`src/rtl/pulse_capture_sequencer.sv`:
```
// Per-pulse sequencer for the metadata packer: edge detection, azimuth/tick counters,
// metadata snapshot on trigger acceptance, then delay and capture gating by sample strobe.
module pulse_capture_sequencer #(
    parameter int unsigned meta_data_width = 128,
    parameter int unsigned count_width     = 16
) (
    input  logic                       clock,
    input  logic                       reset,
    input  logic                       enable,
    input  logic                       trig_in,
    input  logic                       arp_in,
    input  logic                       acp_in,
    input  logic                       strobe_in,
    input  logic [count_width-1:0]     delay_samples,
    input  logic [count_width-1:0]     n_samples,
    output logic [meta_data_width-1:0] meta_data,
    output logic                       pack_init,
    output logic                       pack_enable,
    output logic                       busy,
    output logic [count_width-1:0]     missed_trigs
);
    typedef enum logic [1:0] {IDLE, LOAD, DELAY, CAPTURE} state_t;

    state_t state, state_next;

    logic                   trig_prev, arp_prev, acp_prev;
    logic                   trig_rise, arp_rise, acp_rise, accept;
    logic [31:0]            tick_count, arp_count, trig_count;
    logic [15:0]            acp_count;
    logic [count_width-1:0] delay_latched, n_latched;
    logic [count_width-1:0] step_count, step_count_next, step_inc;

    assign trig_rise = trig_in & ~trig_prev;
    assign arp_rise  = arp_in & ~arp_prev;
    assign acp_rise  = acp_in & ~acp_prev;
    assign accept    = enable && (state == IDLE) && trig_rise;
    assign step_inc  = step_count + 1'b1;
    assign busy      = (state != IDLE);

    always_comb begin
        state_next      = state;
        step_count_next = step_count;
        if (!enable) begin
            state_next      = IDLE;
            step_count_next = '0;
        end else begin
            case (state)
                IDLE: begin
                    step_count_next = '0;
                    if (trig_rise) state_next = LOAD;
                end
                LOAD: begin
                    step_count_next = '0;
                    if (delay_latched != '0)  state_next = DELAY;
                    else if (n_latched != '0) state_next = CAPTURE;
                    else                      state_next = IDLE;
                end
                DELAY: begin
                    if (strobe_in) begin
                        if (step_inc == delay_latched) begin
                            step_count_next = '0;
                            state_next      = (n_latched != '0) ? CAPTURE : IDLE;
                        end else begin
                            step_count_next = step_inc;
                        end
                    end
                end
                CAPTURE: begin
                    if (strobe_in) begin
                        if (step_inc == n_latched) begin
                            step_count_next = '0;
                            state_next      = IDLE;
                        end else begin
                            step_count_next = step_inc;
                        end
                    end
                end
                default: begin
                    state_next      = IDLE;
                    step_count_next = '0;
                end
            endcase
        end
    end

    always_ff @(posedge clock) begin
        if (reset) begin
            state         <= IDLE;
            step_count    <= '0;
            trig_prev     <= 1'b0;
            arp_prev      <= 1'b0;
            acp_prev      <= 1'b0;
            tick_count    <= '0;
            arp_count     <= '0;
            acp_count     <= '0;
            trig_count    <= '0;
            delay_latched <= '0;
            n_latched     <= '0;
            meta_data     <= '0;
            pack_init     <= 1'b0;
            pack_enable   <= 1'b0;
            missed_trigs  <= '0;
        end else begin
            state       <= state_next;
            step_count  <= step_count_next;
            pack_init   <= accept;
            // Registered from the next state so the gate spans the whole CAPTURE state
            pack_enable <= (state_next == CAPTURE);
            if (enable) begin
                trig_prev  <= trig_in;
                arp_prev   <= arp_in;
                acp_prev   <= acp_in;
                tick_count <= tick_count + 32'd1;
                if (arp_rise) begin
                    arp_count <= arp_count + 32'd1;
                    acp_count <= '0;
                end else if (acp_rise) begin
                    acp_count <= acp_count + 16'd1;
                end
                if (accept) begin
                    trig_count    <= trig_count + 32'd1;
                    delay_latched <= delay_samples;
                    n_latched     <= n_samples;
                    meta_data     <= {n_samples, acp_count, arp_count, tick_count, trig_count + 32'd1};
                end else if (trig_rise && busy && (missed_trigs != '1)) begin
                    missed_trigs <= missed_trigs + 1'b1;
                end
            end
        end
    end
endmodule

```
`config.mk`:
```
export PLATFORM = sky130hd
export DESIGN_NAME = pulse_capture_sequencer
export DESIGN_NICKNAME = d
export VERILOG_FILES = /design/src/rtl/pulse_capture_sequencer.sv
export SDC_FILE = /design/constraint.sdc
export NUM_CORES = 1
export LEC_CHECK = 0
export BUFFER_PORTS_ARGS = -buffer_cell sky130_fd_sc_hd__buf_4
export CORE_AREA = 3 3 142 144
export CTS_CLUSTER_DIAMETER = 50
export DETAILED_ROUTE_END_ITERATION = 12
export DIE_AREA = 0 0 145 147
export PLACE_DENSITY = 0.84
export SYNTH_ARGS = -nofsm -noshare
export SYNTH_HDL_FRONTEND = slang
export SYNTH_SLANG_ARGS = --single-unit
```
`constraint.sdc`:
```
create_clock -name clock -period 4.55 [get_ports clock]
set_input_delay 0.455 -clock clock [delete_from_list [all_inputs] [get_ports clock]]
set_output_delay 0.455 -clock clock [all_outputs]
set_load 0.01 [all_outputs]
```
==> flow_summary.ini <==
[outcome]
status = complete, no violations

[yosys]
yosysWarnings = 0
synth_edf_count = 0
synthArstFlopShare_pct = 0
ys_types = 63
syn-num-nets = 1457
synthSimpleGateAreaFrac_pct = 28.4
synth-main-ff-cell = dfxtp_1
synth-adder-area-share_pct = 0.651
ys_ff_latch = 263
syn_area_um2 = 11500
synth_cells = 1412
synth_xor_area_share_pct = 11.5
ys_seq_area_share_pct = 45.6
synthMuxAreaShare_pct = 0.521
syn_area_per_cell_um2 = 8.17
synth_top_family_by_area = simple AND/OR/NAND/NOR gates
synth_compound_area_share_pct = 9.45

[clock_tree]
cts_root_buf = clkbuf_16
clockBufferDepth = 3
tritoncts = done
cts_setup_buffers = 0
cts_resized = 0
cts_buffers = 28
path_clk_slew_ns = 0.07
htreeDepth = 1
insertion_delay_ns = 0.54
cts_hold_buffers = 0
cts_sinks = 263

[drt]
ant_nets = 0
drt_iter0_drc = 627
vias_per_cell = 5.51
wl_um = 27500
routedWlPerCell_um = 15.0
drtPass1Iterations = 5
vias = 10108
drt_drc_violations_left = 0

[worst_setup_path]
critPathKind = reg -> reg
critPathCaptureType = register
cp_common_cell = a21oi_1
r2r_setup_slack_ns = 0.95
slowest_stage = a41oi_2
reg2reg_depth = 9
cp.arrival_ns = 4.05
worstPathMaxFanout = 21
cp.required_ns = 5.00
start_kind = register
worstPathCellList = ha_1 -> nand3_1 -> or4_4 -> nor3_1 -> a21oi_1 -> o2111a_1 -> a41oi_2 -> o21ai_0 -> a21oi_1
slowest_delay_ns = 0.83

[die]
die_width_um = 145
floorplan.rows = 50
dieArea_um2 = 21300
initial_utilization_pct = 61.3
coreArea_um2 = 18800
die_h_um = 147
pin_count = 186

[grt]
grt_util_met3_pct = 4.72
track_usage_pct = 24.8
overflow = 0
gr-max-usage-layer = met2
antenna_found_initial = 0
grt_pass1_wl_um = 46000
met1_usage_pct = 32.6
grt_pass1_vias = 9427
globalRouteMet2Util_pct = 42.2
grt_max_degree = 117

[min_path]
min_path_cells = 3
hp-class = in -> reg

[final_layout]
multiInputGateArea_um2 = 5840
num_antenna_cells = 0
final_cells = 1833
nNetsFinal = 1596
seq_area_um2 = 5270
areaGrowthSynthToFinish_pct = 20.4
layout-drive-gt1-share_pct = 16.7
nFillCells = 1411
fin_util_pct = 73.8

[run]
max_cap_viol_count = 0

[placement]
place_congestion = 0.999
io_buffers = 185
hpwl_um = 18600
dp.cells = 1781

[timing]
drv_slew = 0
timing.hold.ws_ns = 0.163
rsz0062_at_grt = no
finalSetupViolCount = 0
tns_ns = 0
worstMarginPinSlew_ns = 1.19
period_share_pct = 79.2
hold_viol_final = 0
fmax_mhz = 278
fin_worst_skew_ns = 0.0161
min_period_ns = 3.60
worst_slew_margin_rel_pct = 20.6

[power]
ir_drop_mv = 0.295
power_density_nw_per_um2 = 359
power_mw = 4.98
power_leakage_nw = 5.28
## layout by cell type (no fill, tap or decap), drive strengths merged, types with 18 or more instances in the layout
cell type / instances
inv: 18
buf: 189
clkbuf: 30
dfxtp: 263
xor2: 92
nor2: 143
a21oi: 145
xnor2: 57
and3: 26
nand2: 313
o21ai: 31
nand4: 35
nor3: 25
nand3: 58
## critical path: cells and delay by family (launching register included)
kind,cells,cell delay (ns)
AOI/OAI and AO/OA,5,1.49
and+or+nand+nor,3,1.14
adders and majority gates,1,0.39
DFF,1,0.49
## state kept, by name (all words and copies together), names as in the netlist, 2 cells and up
register and flops:
delay_latched 16, step_count 16, missed_trigs 16, meta_data 128, state 2, acp_count 16, tick_count 32, arp_count 32
## power by group
group	internal, mW	switching [mW]
Sequential	2.32	0.0299
Clock	1.40	0.991
Combinational	0.0860	0.151
## stage by stage
stage | setup slack [ns] | area (um2)
3_5_place_dp | 1.06 | 12900
3_3_place_gp | 1.24 | 12900
6_report | 0.947 | 13900
2_1_floorplan | 2.08 | 11500
4_1_cts | 1.06 | 13900
5_1_grt | 0.642 | 13900
## worst paths after layout
path,startpoint,to
setup reg to reg,step_count[0],step_count[5]
setup / recovery,step_count[0],step_count[5]
hold / removal,acp_in,acp_prev
hold reg to reg,meta_data[67],meta_data[67]
## final cells by class
cell class / instances / area share [%]
inverter: 14 / 0.378
tap: 260 / 2.34
multi-input combinational: 1055 / 42.0
timing repair buffer: 189 / 10.2
clock buffer: 30 / 5.17
clock inverter: 22 / 1.95
sequential: 263 / 37.9
## Yosys cell counts (3+ instances only)
| library cell | number | area, um2 |
|---|---|---|
| buf_2 | 7 | 35.0 |
| nand3b_1 | 4 | 30.0 |
| clkbuf_1 | 52 | 195 |
| nor2b_1 | 7 | 43.8 |
| o21ai_0 | 27 | 135 |
| buf_6 | 6 | 67.6 |
| nand3_1 | 57 | 285 |
| and4_1 | 14 | 123 |
| buf_1 | 8 | 30.0 |
| xnor2_1 | 57 | 499 |
| nor4_4 | 3 | 63.8 |
| nand4_1 | 31 | 194 |
| and2_1 | 15 | 93.8 |
| a31oi_1 | 7 | 43.8 |
| nor4_1 | 12 | 75.1 |
| nor3_1 | 22 | 110 |
| buf_4 | 5 | 37.5 |
| ha_1 | 6 | 75.1 |
| and3_1 | 24 | 150 |
| xor2_1 | 92 | 806 |
| dfxtp_1 | 263 | 5270 |
| nand2b_1 | 7 | 43.8 |
| nor3b_1 | 3 | 22.5 |
| o21ai_1 | 4 | 20.0 |
| nor2_1 | 143 | 537 |
| nand2_1 | 313 | 1170 |
| inv_1 | 13 | 48.8 |
| nor3_2 | 3 | 30.0 |
| a21oi_1 | 145 | 726 |
| or3_1 | 14 | 87.6 |
| mux2i_1 | 6 | 60.1 |
## per-layer routing
layer  share of wire [%]  vias up
met4                 2.3        0
li1                    -     5028
met1                  43     4732
met3                 6.7       56
met2                  48      292
met5                   0        -
## cells by family (layout without fill, tap and decap cells)
group                      after synthesis  in the layout
AOI/OAI and AO/OA                      201            201
xor gates and xnor gates               150            150
adders and majority gates                6              6
buffers and inverters                   94            255
DFF                                    263            263
muxes                                    6              6
and+or+nand+nor                        692            692
No activity file was read; power rests on OpenSTA's default activity.
